## src/rtl/fifo_pkg.sv

```systemverilog
// ---------------------------------------------------------------------------
// fifo_pkg
//   Pointer geometry and Gray-code helpers shared by the read-side and
//   write-side controllers of the dual-clock FIFO.
//   FIFO_ADDR_W : storage address bits (depth = 2**FIFO_ADDR_W)
//   FIFO_PTR_W  : pointer width, one extra bit to tell laps apart
// ---------------------------------------------------------------------------
package fifo_pkg;

    localparam int FIFO_ADDR_W = 3;
    localparam int FIFO_PTR_W  = FIFO_ADDR_W + 1;

    function automatic logic [FIFO_PTR_W-1:0] bin2gray(input logic [FIFO_PTR_W-1:0] bin);
        return bin ^ (bin >> 1);
    endfunction

    // Each binary bit is the XOR of all Gray bits at and above it.
    function automatic logic [FIFO_PTR_W-1:0] gray2bin(input logic [FIFO_PTR_W-1:0] gray);
        logic [FIFO_PTR_W-1:0] bin;
        bin[FIFO_PTR_W-1] = gray[FIFO_PTR_W-1];
        for (int i = FIFO_PTR_W - 2; i >= 0; i--) begin
            bin[i] = bin[i+1] ^ gray[i];
        end
        return bin;
    endfunction

endpackage

```

## src/rtl/cdc_sync_bus.sv

```systemverilog
// ---------------------------------------------------------------------------
// cdc_sync_bus
//   Plain multi-stage flop chain that brings a Gray-coded bus into the local
//   clock domain. No logic sits between stages.
//   Ports:
//     clk  in   local clock
//     rst  in   synchronous active-high reset, clears every stage
//     d    in   WIDTH  asynchronous input bus
//     q    out  WIDTH  synchronised copy (last stage)
//   Parameters: WIDTH bus width, STAGES flop stages (2..4)
// ---------------------------------------------------------------------------
module cdc_sync_bus #(
    parameter int WIDTH  = 4,
    parameter int STAGES = 2
) (
    input  logic             clk,
    input  logic             rst,
    input  logic [WIDTH-1:0] d,
    output logic [WIDTH-1:0] q
);

    (* ASYNC_REG = "TRUE" *) logic [WIDTH-1:0] sync_ff [STAGES];

    // NOTE: the chain is reset too so both sides restart from pointer 0;
    // otherwise a stale pointer could leak out for STAGES cycles after reset.
    always_ff @(posedge clk) begin
        if (rst) begin
            for (int i = 0; i < STAGES; i++) begin
                sync_ff[i] <= '0;
            end
        end else begin
            sync_ff[0] <= d;
            for (int i = 1; i < STAGES; i++) begin
                sync_ff[i] <= sync_ff[i-1];
            end
        end
    end

    assign q = sync_ff[STAGES-1];

endmodule

```

## src/rtl/fifo_read_ctrl.sv

```systemverilog
// ---------------------------------------------------------------------------
// fifo_read_ctrl
//   Read-side pointer/flag controller of the dual-clock FIFO (clk_d domain).
//   Synchronises the writer's Gray pointer, keeps the binary read counter,
//   drives the storage read address and derives a registered empty flag.
//   Ports:
//     clk_d         in   read-domain clock
//     rst           in   synchronous active-high reset
//     wr_ptr_gray   in   ADDR_W+1  Gray write pointer from the clk_s domain
//     rd_en         in   read request (ignored while empty)
//     read_pointer  out  ADDR_W    storage read address
//     rd_ptr_gray   out  ADDR_W+1  registered Gray read pointer to writer
//     empty         out  registered empty flag
//     dout_valid    out  storage dout holds a newly read word
//     rd_level      out  ADDR_W+1  readable-entry lower bound
//                        (only when FIFO_RD_LEVEL_EN is defined)
//   ADDR_W must match FIFO_ADDR_W, the helpers in fifo_pkg are sized by it.
// ---------------------------------------------------------------------------
module fifo_read_ctrl
    import fifo_pkg::*;
#(
    parameter int ADDR_W      = FIFO_ADDR_W,
    parameter int SYNC_STAGES = 2
) (
    input  logic              clk_d,
    input  logic              rst,
    input  logic [ADDR_W:0]   wr_ptr_gray,
    input  logic              rd_en,
    output logic [ADDR_W-1:0] read_pointer,
    output logic [ADDR_W:0]   rd_ptr_gray,
    output logic              empty,
    output logic              dout_valid
`ifdef FIFO_RD_LEVEL_EN
    ,
    output logic [ADDR_W:0]   rd_level
`endif
);

    localparam int PTR_W = ADDR_W + 1;

    logic [PTR_W-1:0] rd_bin;
    logic [PTR_W-1:0] next_bin;
    logic [PTR_W-1:0] next_gray;
    logic [PTR_W-1:0] wq_gray;
    logic             rd_acc;

    cdc_sync_bus #(
        .WIDTH  (PTR_W),
        .STAGES (SYNC_STAGES)
    ) u_wr_sync (
        .clk (clk_d),
        .rst (rst),
        .d   (wr_ptr_gray),
        .q   (wq_gray)
    );

    // NOTE: every signal driven here gets a value on every path, so no latch
    // can be inferred.
    always_comb begin
        rd_acc    = rd_en & ~empty;
        next_bin  = rd_bin + PTR_W'(rd_acc);
        next_gray = bin2gray(next_bin);
    end

    assign read_pointer = rd_bin[ADDR_W-1:0];

    // Empty compares against the post-increment pointer so the flag is
    // correct in the cycle after the last word is taken. Because wq_gray
    // lags the writer, the flag is pessimistic but never optimistic.
    // NOTE: state uses non-blocking assignments so every register samples
    // the pre-edge values of the others.
    always_ff @(posedge clk_d) begin
        if (rst) begin
            rd_bin      <= '0;
            rd_ptr_gray <= '0;
            empty       <= 1'b1;
            dout_valid  <= 1'b0;
`ifdef FIFO_RD_LEVEL_EN
            rd_level    <= '0;
`endif
        end else begin
            rd_bin      <= next_bin;
            rd_ptr_gray <= next_gray;
            empty       <= (next_gray == wq_gray);
            dout_valid  <= rd_acc;
`ifdef FIFO_RD_LEVEL_EN
            // Wraps modulo 2**PTR_W, which is exactly the lap arithmetic.
            rd_level    <= gray2bin(wq_gray) - next_bin;
`endif
        end
    end

endmodule

```

## config.mk

```make
export PLATFORM = sky130hd
export DESIGN_NAME = fifo_read_ctrl
export DESIGN_NICKNAME = d
export VERILOG_FILES = /design/src/rtl/fifo_pkg.sv /design/src/rtl/cdc_sync_bus.sv /design/src/rtl/fifo_read_ctrl.sv
export SDC_FILE = /design/constraint.sdc
export NUM_CORES = 1
export LEC_CHECK = 0
export ABC_AREA = 1
export CAP_MARGIN = 20
export CORE_MARGIN = 3
export CORE_UTILIZATION = 42
export CTS_CLUSTER_SIZE = 8
export DETAILED_ROUTE_END_ITERATION = 8
export PLACE_DENSITY = 0.74
export SLEW_MARGIN = 20
export SYNTH_ARGS = -nofsm -noshare
export SYNTH_HDL_FRONTEND = slang
export SYNTH_SLANG_ARGS = --single-unit
```

## constraint.sdc

```tcl
create_clock -name clk_d -period 1.7 [get_ports clk_d]
set_input_delay 0.51 -clock clk_d [delete_from_list [all_inputs] [get_ports clk_d]]
set_output_delay 0.51 -clock clk_d [all_outputs]
set_load 0.05 [all_outputs]
```

==> impl_metrics.yaml <==
run_status:
  status: "finished clean"
clocking:
  cts_buffers: 3
  clockBufferDepth: 2
  root_buffer: "clkbuf_4"
  clock_sinks: 17
  cts_htree_levels: 1
  clk_latency_ns: 0.30
  path_clk_slew_ns: 0.11
  cts_tree: "done"
power:
  swShare_pct: 29.8
  p_clk_share_pct: 24.9
  p_leak_nw: 0.543
  power_density_nw_per_um2: 766
  p_switching_w: 0.000266
  p_seq_share_pct: 49.5
  vdd_ir_drop_max_mv: 0.506
  pwr-share-comb_pct: 25.7
  intPower_w: 0.000625
placement:
  place_area_um2: 1030
  numPortBuffers: 15
  placedCellCount: 132
  dp_hpwl_mm: 1.13
  place_congestion: 0.747
cells_and_area:
  num-nets-final: 137
  drive_above_1_share_pct: 40.9
  area_growth_pct: 69.7
  post-route-util_pct: 82.2
  finalInstanceArea_um2: 1160
  stdcell_count: 142
  seqCellArea_um2: 343
  diodes: 0
  multi_input_comb_area_um2: 332
  nFillCells: 77
timing:
  hold_viol_final: 0
  finalCritPeriodShare_pct: 98.2
  drv_slew: 0
  whs_ns: 0.391
  skew_ns: 0.0122
  setup-violations-final: 0
  rsz0062_at_grt: "yes"
  clock.fmax_mhz: 599
  tightest_slew_ns: 0.371
  finalSetupTns_ns: 0
  period_minus_slack_ns: 1.67
  relSlewSlack_pct: 75.3
die:
  rows: 13
  die_w_um: 46.4
  initial_core_util_pct: 48.5
  core-area_um2: 1420
  die_h_um: 46.4
  io_pins: 16
  dieArea_um2: 2150
setup_path:
  r2r_start: "empty"
  worstPathCellList: "dlygate4sd2_1, inv_2, nor2_2, ha_2, ha_4, inv_4, buf_4, nand2_2, nand3_2, nand2_2, nor2_2, nand2_1, nand2_1"
  crit_path_start_kind: "primary input"
  r2r_slack_ns: 0.13
  cp.required_ns: 1.91
  critical_path.startpoint: "rd_en"
  critPathSlowestCell: "ha_4"
  critPathArrivalTime_ns: 1.88
  cp_slowest_stage_delay_ns: 0.30
  cp-end-kind: "flop"
  cp_max_fo: 3
  critPathKind: "primary input to flop"
global_routing:
  grt_pass1_vias: 647
  grt_max_degree: 18
  antenna_found_initial: 0
  grt_first_pass_wirelength_mm: 2.60
  gr-total-overflow: 0
  grt_usage_pct: 17.1
route:
  first_pass_iters: 4
  wl_per_cell_um: 13.3
  drc_errors: 0
  drt-vias-per-instance: 5.05
  antenna_left: 0
  num_vias: 717
  initialDrtViolationCount: 12
  wirelength_mm: 1.89
worst_hold_path:
  hp-start: "u_wr_sync.sync_ff[0][3]"
  hold_path.class: "flop to flop"
yosys:
  synthTopCellsByCount: "inv_1, dfxtp_1, nand2_1"
  yosysWarnings: 0
  ys_top_cells_by_area: "dfxtp_1, nand3_1, inv_1, nand2_1, nor2_1"
  yosysUniqueCellTypes: 13
  yosys.area.top_type: "dfxtp_1"
  ys_ff_latch: 17
  syn-instance-count: 93
  syn_nets: 102
  seq_area_frac_synth_pct: 49.6
  synth_most_common_cell: "inv_1"
  synth_area_um2: 686
  ys.flop_type: "dfxtp_1"
  async_flop_share_pct: 0
  avgSynthCellArea_um2: 7.37
  yosysTopAreaCellShare_pct: 49.6
  synth_edf_count: 0
flow_run:
  max-cap-violations: 0
metal layers:
layer / global-route usage [%] / share of wire [%] / routed length [µm]
met5: 0 / 0 / 0
met2: 32.4 / 54 / 1030
met1: 17.5 / 37 / 703
met3: 2.34 / 5.8 / 110
met4: 9.09 / 2.6 / 50
registers in the layout, indices dropped and copies added (netlist names):
signal and cells:
rd_ptr_gray 3, dout_valid 1, empty 1, u_wr_sync.sync_ff 8, rd_bin 4
layout by cell type (no fill, tap or decap):
cell type	Yosys	layout
a21oi_1	3	3
buf_12	0	9
buf_4	0	16
buf_6	0	1
clkbuf_4	0	3
clkdlybuf4s50_1	0	5
clkinv_2	0	1
dfxtp_1	17	15
dfxtp_2	0	2
dlygate4sd2_1	0	1
ha_2	0	1
ha_4	0	1
inv_1	18	15
inv_2	0	1
inv_4	0	2
nand2_1	15	9
nand2_2	4	7
nand2_4	0	3
nand3_1	14	12
nand3_2	0	2
nand3b_1	1	1
nand4_1	2	2
nor2_1	14	11
nor2_2	0	3
nor3_1	1	1
worst max-delay path: cells and delay by family:
family                     cells  cell delay, ns
and+or+nand+nor                7            0.40
buffers and inverters          4            0.47
adders and majority gates      2            0.49
per-stage QoR:
stage                     worst slack (ns)  power, W
after floorplan                     0.0209  0.000540
after global placement              -0.502  0.000642
after detailed placement            -0.538  0.000649
after CTS                           0.0380  0.000876
after global routing               -0.0382  0.000926
final                               0.0306  0.000891
power groups by stage:
stage / sequential, W / clock (W) / combinational, W
global placement: 0.000447 / 0 / 0.000195
detailed placement: 0.000449 / 0 / 0.000200
finish: 0.000441 / 0.000221 / 0.000229
CTS: 0.000440 / 0.000225 / 0.000211
floorplan: 0.000485 / 0 / 0.0000549
global route: 0.000442 / 0.000239 / 0.000245
repair_timing:
item                       CTS  global route
setup endpoints to repair    5             3
buffers inserted             2             4
hold buffers                 0             0
resized for setup            6            15
pin swaps                    7             8
gates cloned                 0             0
kinds of logic after synthesis:
logic type	Yosys count	synth area share, %
AO/OA/AOI/OAI	3	2.19
adder cells (fa/ha/maj)	2	3.65
buffers and inverters	20	11.1
flip-flops	17	49.6
AND/OR/NAND/NOR	51	33.4
cell type report:
class / instances / area share [%]
clock buffer: 3 / 1.94
inverter: 18 / 6.24
clock inverter: 1 / 0.430
timing repair buffer: 32 / 31.8
multi-input combinational: 56 / 28.5
sequential: 17 / 29.5
tap: 15 / 1.61
worst paths after layout:
kind,end,cells past startpoint
worst max register to register,rd_bin[2],10
worst min-delay path,u_wr_sync.sync_ff[0][7],2
worst max-delay path,empty,13
worst min register to register,u_wr_sync.sync_ff[0][7],2
Note: power is estimated with default switching activity, not from simulation.
